==> config.mk <==
export PLATFORM = sky130hd
export DESIGN_NAME = demux1_3_stream_flat
export DESIGN_NICKNAME = d
export VERILOG_FILES = /design/src/rtl/demux1_3_stream_pkg.sv /design/src/rtl/demux1_3_stream_if.sv /design/src/rtl/demux1_3_stream_slot.sv /design/src/rtl/demux1_3_stream.sv /design/src/flat_wrapper.sv
export SDC_FILE = /design/constraint.sdc
export NUM_CORES = 1
export LEC_CHECK = 0
export BUFFER_PORTS_ARGS = -buffer_cell sky130_fd_sc_hd__buf_2
export CAP_MARGIN = 10
export CORE_UTILIZATION = 44
export CTS_CLUSTER_DIAMETER = 80
export DETAILED_ROUTE_END_ITERATION = 6
export PLACE_DENSITY_LB_ADDON = 0.25
export SLEW_MARGIN = 25
export SYNTH_ARGS = -nofsm -noshare
export SYNTH_HDL_FRONTEND = slang
export SYNTH_SLANG_ARGS = --single-unit
==> constraint.sdc <==
create_clock -name clk -period 3.4 [get_ports clk]
set_input_delay 1.02 -clock clk [delete_from_list [all_inputs] [get_ports clk]]
set_output_delay 1.02 -clock clk [all_outputs]
set_load 0.005 [all_outputs]
==> src/rtl/demux1_3_stream_pkg.sv <==
`default_nettype none
// ============================================================================
// Module      : cgra_pkg
// Description : Shared CGRA interconnect constants: destination select codes
//               and the default datapath width.
// Revision    : 1.0 - initial release
// ============================================================================
package cgra_pkg;

    localparam int unsigned DEFAULT_WIDTH = 32;

    localparam logic [1:0] DEST_P1      = 2'b00;
    localparam logic [1:0] DEST_P2      = 2'b01;
    localparam logic [1:0] DEST_P3      = 2'b10;
    localparam logic [1:0] DEST_ILLEGAL = 2'b11;

endpackage : cgra_pkg
`default_nettype wire

==> src/rtl/demux1_3_stream_if.sv <==
`default_nettype none
// ============================================================================
// Module      : demux1_3_stream_if
// Description : Producer/consumer bundle for the 1-to-3 stream demux.
//               Statistics counters exist only with DEMUX1_3_STATS_EN.
// Revision    : 1.0 - initial release
// ============================================================================
interface demux1_3_stream_if #(
    parameter int unsigned WIDTH = cgra_pkg::DEFAULT_WIDTH
);
    logic             in_valid;
    logic             in_ready;
    logic [WIDTH-1:0] in_data;
    logic [1:0]       sel;
    logic             out_1_valid;
    logic             out_2_valid;
    logic             out_3_valid;
    logic             out_1_ready;
    logic             out_2_ready;
    logic             out_3_ready;
    logic [WIDTH-1:0] data_out_1;
    logic [WIDTH-1:0] data_out_2;
    logic [WIDTH-1:0] data_out_3;
    logic             sel_err;
`ifdef DEMUX1_3_STATS_EN
    logic [15:0]      cnt_1;
    logic [15:0]      cnt_2;
    logic [15:0]      cnt_3;
    logic [7:0]       cnt_drop;
`endif

    modport slave (
        input  in_valid, in_data, sel, out_1_ready, out_2_ready, out_3_ready,
        output in_ready, out_1_valid, out_2_valid, out_3_valid,
        output data_out_1, data_out_2, data_out_3, sel_err
`ifdef DEMUX1_3_STATS_EN
        , output cnt_1, cnt_2, cnt_3, cnt_drop
`endif
    );

    modport master (
        output in_valid, in_data, sel, out_1_ready, out_2_ready, out_3_ready,
        input  in_ready, out_1_valid, out_2_valid, out_3_valid,
        input  data_out_1, data_out_2, data_out_3, sel_err
`ifdef DEMUX1_3_STATS_EN
        , input cnt_1, cnt_2, cnt_3, cnt_drop
`endif
    );

endinterface : demux1_3_stream_if
`default_nettype wire

==> src/rtl/demux1_3_stream_slot.sv <==
`default_nettype none
// ============================================================================
// Module      : stream_slot
// Description : Single-entry valid/ready buffer; a fill wins over a drain so
//               the slot sustains one word per cycle.
// Revision    : 1.0 - initial release
// ============================================================================
module stream_slot #(
    parameter int unsigned WIDTH = cgra_pkg::DEFAULT_WIDTH
) (
    input  wire logic             clk,
    input  wire logic             rst,
    input  wire logic             i_fill,
    input  wire logic [WIDTH-1:0] i_data,
    input  wire logic             i_ready,
    output logic                  o_valid,
    output logic [WIDTH-1:0]      o_data
);

    logic             r_valid;
    logic [WIDTH-1:0] r_data;

    always_ff @(posedge clk or posedge rst) begin
        if (rst) begin
            r_valid <= 1'b0;
            r_data  <= '0;
        end else if (i_fill) begin
            r_valid <= 1'b1;
            r_data  <= i_data;
        end else if (r_valid && i_ready) begin
            // Drain only: data is held so the consumer bus stays quiet.
            r_valid <= 1'b0;
        end
    end

    assign o_valid = r_valid;
    assign o_data  = r_data;

endmodule : stream_slot
`default_nettype wire

==> src/rtl/demux1_3_stream.sv <==
`default_nettype none
// ============================================================================
// Module      : demux1_3_stream
// Description : Routes one producer word to one of three buffered consumer
//               ports. Optional counters enabled by DEMUX1_3_STATS_EN.
// Revision    : 1.0 - initial release
// ============================================================================
module demux1_3_stream
    import cgra_pkg::*;
#(
    parameter int unsigned WIDTH = DEFAULT_WIDTH
) (
    input  wire logic          clk,
    input  wire logic          rst,
    demux1_3_stream_if.slave   bus
);

    logic [2:0]       w_valid;
    logic [2:0]       w_ready;
    logic [2:0]       w_fill;
    logic [2:0]       w_free;
    logic [WIDTH-1:0] w_data [3];
    logic             w_illegal;
    logic             w_accept;
    logic             w_in_ready;
    logic             r_sel_err;

    assign w_ready   = {bus.out_3_ready, bus.out_2_ready, bus.out_1_ready};
    assign w_free    = ~w_valid | w_ready;
    assign w_illegal = (bus.sel == DEST_ILLEGAL);

    // Ready ignores in_valid so the producer never sees a combinational loop.
    always_comb begin
        w_in_ready = 1'b1;
        case (bus.sel)
            DEST_P1: w_in_ready = w_free[0];
            DEST_P2: w_in_ready = w_free[1];
            DEST_P3: w_in_ready = w_free[2];
            default: w_in_ready = 1'b1;
        endcase
    end

    assign w_accept  = bus.in_valid && w_in_ready;
    assign w_fill[0] = w_accept && (bus.sel == DEST_P1);
    assign w_fill[1] = w_accept && (bus.sel == DEST_P2);
    assign w_fill[2] = w_accept && (bus.sel == DEST_P3);

    generate
        for (genvar gi = 0; gi < 3; gi++) begin : g_slot
            stream_slot #(.WIDTH(WIDTH)) u_slot (
                .clk     (clk),
                .rst     (rst),
                .i_fill  (w_fill[gi]),
                .i_data  (bus.in_data),
                .i_ready (w_ready[gi]),
                .o_valid (w_valid[gi]),
                .o_data  (w_data[gi])
            );
        end
    endgenerate

    always_ff @(posedge clk or posedge rst) begin
        if (rst)
            r_sel_err <= 1'b0;
        else if (bus.in_valid && w_illegal)
            r_sel_err <= 1'b1;
    end

    assign bus.in_ready    = w_in_ready;
    assign bus.out_1_valid = w_valid[0];
    assign bus.out_2_valid = w_valid[1];
    assign bus.out_3_valid = w_valid[2];
    assign bus.data_out_1  = w_data[0];
    assign bus.data_out_2  = w_data[1];
    assign bus.data_out_3  = w_data[2];
    assign bus.sel_err     = r_sel_err;

`ifdef DEMUX1_3_STATS_EN
    logic [15:0] r_cnt_1;
    logic [15:0] r_cnt_2;
    logic [15:0] r_cnt_3;
    logic [7:0]  r_cnt_drop;

    always_ff @(posedge clk or posedge rst) begin
        if (rst) begin
            r_cnt_1    <= '0;
            r_cnt_2    <= '0;
            r_cnt_3    <= '0;
            r_cnt_drop <= '0;
        end else begin
            if (w_fill[0])                   r_cnt_1    <= r_cnt_1 + 16'd1;
            if (w_fill[1])                   r_cnt_2    <= r_cnt_2 + 16'd1;
            if (w_fill[2])                   r_cnt_3    <= r_cnt_3 + 16'd1;
            if (bus.in_valid && w_illegal)   r_cnt_drop <= r_cnt_drop + 8'd1;
        end
    end

    assign bus.cnt_1    = r_cnt_1;
    assign bus.cnt_2    = r_cnt_2;
    assign bus.cnt_3    = r_cnt_3;
    assign bus.cnt_drop = r_cnt_drop;
`endif

endmodule : demux1_3_stream
`default_nettype wire

==> src/flat_wrapper.sv <==
// flat-port wrapper written by rule: the top's interface ports become plain ports
module demux1_3_stream_flat import cgra_pkg::*;
#(
    parameter int unsigned WIDTH = DEFAULT_WIDTH
)
  (clk, rst, bus_in_valid, bus_in_data, bus_sel, bus_out_1_ready, bus_out_2_ready, bus_out_3_ready, bus_in_ready, bus_out_1_valid, bus_out_2_valid, bus_out_3_valid, bus_data_out_1, bus_data_out_2, bus_data_out_3, bus_sel_err);
  demux1_3_stream_if #(.WIDTH(WIDTH)) bus_i ();
  input  wire logic clk;
  input  wire logic rst;
  input wire logic [$bits(bus_i.in_valid)-1:0] bus_in_valid;
  input wire logic [$bits(bus_i.in_data)-1:0] bus_in_data;
  input wire logic [$bits(bus_i.sel)-1:0] bus_sel;
  input wire logic [$bits(bus_i.out_1_ready)-1:0] bus_out_1_ready;
  input wire logic [$bits(bus_i.out_2_ready)-1:0] bus_out_2_ready;
  input wire logic [$bits(bus_i.out_3_ready)-1:0] bus_out_3_ready;
  output wire logic [$bits(bus_i.in_ready)-1:0] bus_in_ready;
  output wire logic [$bits(bus_i.out_1_valid)-1:0] bus_out_1_valid;
  output wire logic [$bits(bus_i.out_2_valid)-1:0] bus_out_2_valid;
  output wire logic [$bits(bus_i.out_3_valid)-1:0] bus_out_3_valid;
  output wire logic [$bits(bus_i.data_out_1)-1:0] bus_data_out_1;
  output wire logic [$bits(bus_i.data_out_2)-1:0] bus_data_out_2;
  output wire logic [$bits(bus_i.data_out_3)-1:0] bus_data_out_3;
  output wire logic [$bits(bus_i.sel_err)-1:0] bus_sel_err;
  assign bus_i.in_valid = bus_in_valid;
  assign bus_i.in_data = bus_in_data;
  assign bus_i.sel = bus_sel;
  assign bus_i.out_1_ready = bus_out_1_ready;
  assign bus_i.out_2_ready = bus_out_2_ready;
  assign bus_i.out_3_ready = bus_out_3_ready;
  assign bus_in_ready = bus_i.in_ready;
  assign bus_out_1_valid = bus_i.out_1_valid;
  assign bus_out_2_valid = bus_i.out_2_valid;
  assign bus_out_3_valid = bus_i.out_3_valid;
  assign bus_data_out_1 = bus_i.data_out_1;
  assign bus_data_out_2 = bus_i.data_out_2;
  assign bus_data_out_3 = bus_i.data_out_3;
  assign bus_sel_err = bus_i.sel_err;
  demux1_3_stream #(.WIDTH(WIDTH)) u_core (.clk(clk), .rst(rst), .bus(bus_i));
endmodule
==> impl_metrics.ini, run 1 <==
[run_status]
status = finished, final reports clean

[clock_network]
cts_tree = done
numCtsBuffers = 9
cts_setup_buffers = 0
clk_pin_slew_worst_paths_ps = 100
postCtsHoldBufs = 0
clkSinkCount = 100
htreeDepth = 3
post_cts_resized = 0
cts_buffer_depth = 2
clkLatencyLatePin_ps = 350
cts_root_buf = clkbuf_8

[critical_path]
path_cells = buf_2, nand2b_1, mux2i_1, o21ai_0, buf_2
critPathMaxFanout = 3
path_delay_family = buffers and inverters
cpPeakStageDelay_ps = 160
arrival_ps = 1630
required_ps = 2380
path_class = input pin to primary output
crit_buf_inv = 2
path_common_cell = buf_2
crit_path_start_kind = input pin
crit_slowest_cell = nand2b_1
crit_path_end_kind = primary output

[cells_and_area]
area_growth_pct = 26.56
final_nets = 410
final_layout_size_suffix_gt1_share_pct = 68.53
n_antenna_cell = 0
n_fill_cell = 736

[global_routing]
grt_first_pass_wirelength_mm = 11.73
track_usage_pct = 17.44
antenna_found_initial = 0
grt-ovfl-total = 0
grt_max_degree = 66
grt_pass1_vias = 2352

[logic_synthesis]
synth_compound_area_share_pct = 0.6316
avgSynthCellArea_um2 = 16.80
netlist_area_um2 = 3764
synthMuxAreaShare_pct = 28.99
yosys.area_share.adder_pct = 0
synthesis.nets = 264
ys_seq_area_share_pct = 66.49
yosysWarnings = 0
synthXorXnorAreaFrac_pct = 0
synthCells = 224
synth_seq_cells = 100
ys_types = 16
synthSimpleGateAreaFrac_pct = 1.928
synth_top_family_by_area = multiplexers

[flow_run]
drv_cap = 0

[place]
port_buffers = 140
dpl_worst_slack_ps = 736.7
gp_congestion = 0.6828
hpwl_mm = 5.330

[detailed_routing]
post-route-drc-count = 0
wl_per_cell_um = 15.31
via_per_inst = 4.921
first_pass_iters = 3
num_vias = 2362
drtIter0Drc = 28
drtAntennaViolNets = 0
wl_mm = 7.350

[sta]
max_slew.worst_pin.slew_ps = 793.9
slew_viol_final = 0
skew_ps = 12.07
layout_min_cycle_time_ps = 2648
hold_viol_final = 0
rsz0062_at_grt = no
setup_viol = 0
slew_headroom_pct = 47.07
setup_tns_ps = 0
whs_ps = 471.0
timing.fmax_ghz = 0.3776
fin_crit_sh_pct = 77.89
fin_ws_ps = 751.7

[floorplan]
dieArea_um2 = 8927
die_h_um = 94.49
dieWidth_um = 94.49
pin_count = 141
core_area_um2 = 8258
placementRows = 33
floorplan.initialDensity_pct = 45.58

[power_and_ir_drop]
pwr_density_cell_nw_per_um2 = 592.4
peakVddDrop_v = 0.0003662
leakagePower_uw = 0.002280

[worst_hold_path]
hold_class = register to register
[state kept, by name, summed over array words and instances, names as in the netlist]
register and cells:
u_core.bus.sel_err 1, u_core.g_slot.u_slot.o_data 96, u_core.g_slot.u_slot.o_valid 3
[synth_stat cells]
cell      number  share of area (%)
buf_2          4               0.53
mux2_2        91                 27
inv_1          1               0.10
nor2b_1        1               0.17
and3_1         1               0.17
mux2_1         5                1.5
dfrtp_1      100                 66
mux2i_1        1               0.27
nor3b_4        1               0.50
nand2b_1       3               0.50
nand2_1        4               0.40
a31o_2         1               0.23
nand3b_1       1               0.20
clkbuf_2       1               0.13
buf_4          6                1.2
o21ai_0        3               0.40
[power by group]
part | internal (µW) | total [µW] | switching (µW) | leakage (µW)
Combinational | 366 | 611 | 246 | 0.00102
Sequential | 1430 | 1540 | 113 | 0.00118
Clock | 267 | 666 | 400 | 0.0000739
[stage by stage]
step                total power (µW)  utilization [%]  std cells  cell area [µm²]
finish                          2822            57.68        480             4763
detailed placement              2198            55.56        464             4588
CTS                             2874            57.68        480             4763
global route                    3002            57.68        480             4763
floorplan                       1853                -        224             3767
global placement                2170            55.56        464             4588
[routing by layer]
layer  up-vias  track usage, %  wire, µm
met5         -               0         0
met4         0           6.818        88
met3         8           4.026       437
met2        76           28.26      3582
met1      1194           22.78      3241
li1       1084               -         -
[layout make-up]
class	instances	area (µm²)	share of cell area, %
sequential	100	2502	52.53
inverter	1	7.507	0.1576
tap	105	131.4	2.758
clock buffer	9	123.9	2.600
clock inverter	7	51.30	1.077
multi-input combinational	112	1189	24.95
timing repair buffer	146	758.2	15.92
[cell families (layout without fill, tap and decap cells)]
logic type	Yosys count	in the layout
muxes	97	97
AOI/OAI and AO/OA	4	4
DFF	100	100
and+or+nand+nor	11	11
buffers and inverters	12	163
[path summary, 6_finish.rpt]
check / startpoint / end / slack [ps] / depth (start not counted)
setup / recovery: bus_out_2_ready / bus_in_ready / 750 / 5
hold / removal: u_core.bus.sel_err / u_core.bus.sel_err / 470 / 1
setup reg to reg: u_core.g_slot[1].u_slot.o_valid / u_core.g_slot[1].u_slot.o_data[18] / 1740 / 4
hold reg to reg: u_core.bus.sel_err / u_core.bus.sel_err / 470 / 1
max in group asynchronous: rst / u_core.g_slot[1].u_slot.o_data[22] / 1950 / 3
min in group asynchronous: rst / u_core.g_slot[2].u_slot.o_data[14] / 790 / 3
[cell usage in the layout, fill, tap and decap left out, drive strengths merged, types with 3 or more instances in the layout]
cell | synthesis | layout
nand2 | 4 | 4
mux2 | 96 | 96
dfrtp | 100 | 100
o21ai | 3 | 3
nand2b | 3 | 3
buf | 10 | 146
clkinvlp | 0 | 6
clkbuf | 1 | 9
No activity file was read; power rests on OpenSTA's default activity.
==> run 2: changes to the inputs <==
ABC_AREA = 1   (was not set)
CORE_UTILIZATION = 45   (was 44)
clock period = 2.5 ns   (was 3.4 ns; I/O delays follow)
==> impl_metrics.ini, run 2 <==
[run_status]
status = complete, but fails checks
violations = design-rule violations

[cells_and_area]
seq_area_um2 = 2502
largest_register_ffs = 96
multi_input_area_um2 = 1451
area_growth_pct = 23.55
n_fill_cell = 817
layout_commonest_cell = nand2_1
final_cell_mix = nand2_1, buf_2, dfrtp_1
final_layout_size_suffix_gt1_share_pct = 30.46
final_nets = 617
n_antenna_cell = 0

[logic_synthesis]
synthesis.nets = 493
yosys.area.top_type_share_pct = 60.01
synth_area_leaders = dfrtp_1, nand2_1, nand4_1
ys_seq_area_share_pct = 60.01
synth.largest_area_cell = dfrtp_1
ys_async_sr_fraction_pct = 100.0
avgSynthCellArea_um2 = 9.206
yosysWarnings = 0
ys_types = 16
synth-edff-count = 0
synthCells = 453
netlist_area_um2 = 4170
synth_seq_cells = 100
synthTopCellsByCount = nand2_1, dfrtp_1, nand4_1, buf_2, clkbuf_1
synth_flop_cell = dfrtp_1
yosysMostFrequentCell = nand2_1

[sta]
slew_viol_final = 0
hold_viol_final = 0
skew_ps = 11.08
setup_tns_ps = 0
whs_ps = 469.8
fin_ws_ps = 243.1
setup_viol = 0
timing.fmax_ghz = 0.4431
rsz0062_at_grt = no
layout_min_cycle_time_ps = 2257
slew_headroom_pct = 63.82
max_slew.worst_pin.slew_ps = 542.8
fin_crit_sh_pct = 90.28

[global_routing]
grt-ovfl-total = 0
grt_max_degree = 101
grt_pass1_vias = 3561
grt_first_pass_wirelength_mm = 18.35
antenna_found_initial = 0
track_usage_pct = 24.25

[critical_path]
arrival_ps = 1510
critPathMaxFanout = 9
crit_path_end_kind = primary output
crit_path_start_kind = input pin
path_class = input pin to primary output
required_ps = 1750

[flow_run]
drv_cap = 0

[place]
dpl_worst_slack_ps = 240.2
gp_congestion = 0.8215
port_buffers = 140
hpwl_mm = 7.157

[clock_network]
htreeDepth = 3
cts_tree = done
cts_buffer_depth = 2
postCtsHoldBufs = 0
cts_root_buf = clkbuf_8
clkSinkCount = 100
clk_pin_slew_worst_paths_ps = 90
cts_setup_buffers = 0
post_cts_resized = 0
clkLatencyLatePin_ps = 350
numCtsBuffers = 9

[detailed_routing]
via_per_inst = 5.456
post-route-drc-count = 9
first_pass_iters = 7
wl_mm = 11.21
num_vias = 3759
drtIter0Drc = 275
wl_per_cell_um = 16.27
drtAntennaViolNets = 0

[floorplan]
dieArea_um2 = 9656
core_area_um2 = 8848
die_h_um = 98.27
dieWidth_um = 98.27
floorplan.initialDensity_pct = 47.13
pin_count = 141
placementRows = 34

[power_and_ir_drop]
peakVddDrop_v = 0.0003610
leakagePower_uw = 0.002897
pwr_density_cell_nw_per_um2 = 786.6

[worst_hold_path]
hold_class = register to register
run 2: cell count changes in the layout (fill, tap and decap cells not counted), moves of 5 or more:
cell,previous run,this run
nand2_1,4,196
mux2_2,91,0
mux2_1,5,0
buf_4,5,11
nand4_1,0,96
inv_1,0,5
run 2: kinds of logic after synthesis:
group | share of synthesized area [%]
AO/OA/AOI/OAI | 0.6002
flip-flops | 60.01
AND/OR/NAND/NOR | 33.84
buffers and inverters | 5.551
run 2: metrics by stage:
step	std cells	utilization (%)	area, µm²	power, µW
after CTS	689	58.23	5152	4086
after floorplan	453	-	4174	2560
final	689	58.23	5152	4053
after detailed placement	674	56.07	4961	3066
after global routing	689	58.23	5152	4311
after global placement	674	56.07	4961	3034
run 2: power breakdown:
part | internal (µW) | switching, µW | total [µW]
Combinational | 396 | 516 | 912
Clock | 484 | 543 | 1030
Sequential | 1940 | 173 | 2110
run 2: metal layers:
layer / routed length [µm] / share of wire [%] / global-route usage [%]
met4: 105 / 0.94 / 7.692
met1: 5170 / 46 / 36.07
met5: 0 / 0 / 0
met2: 5032 / 45 / 35.43
met3: 900 / 8.0 / 5.369
run 2: cell type report:
type	count	area share, %
clock buffer	11	2.744
clock inverter	4	0.9713
inverter	8	0.6557
multi-input combinational	305	28.17
sequential	100	48.57
tap	108	2.623
timing repair buffer	153	16.27
run 2: final timing paths:
path                                                     from                                  to  slack, ps  cells after the start
setup / recovery                                   bus_sel[1]                        bus_in_ready        240                      5
hold / removal             u_core.g_slot[2].u_slot.o_data[31]  u_core.g_slot[2].u_slot.o_data[31]        470                      2
setup reg to reg              u_core.g_slot[0].u_slot.o_valid   u_core.g_slot[1].u_slot.o_data[1]        970                      6
hold reg to reg            u_core.g_slot[2].u_slot.o_data[31]  u_core.g_slot[2].u_slot.o_data[31]        470                      2
max in group asynchronous                                 rst   u_core.g_slot[2].u_slot.o_data[2]       1560                      3
min in group asynchronous                                 rst  u_core.g_slot[1].u_slot.o_data[21]        520                      3
run 2: critical path, cell delays in order:
cell     delay (ps)
buf_2           190
nor2_4           60
o21ai_1         150
nand3_4         180
buf_2           170
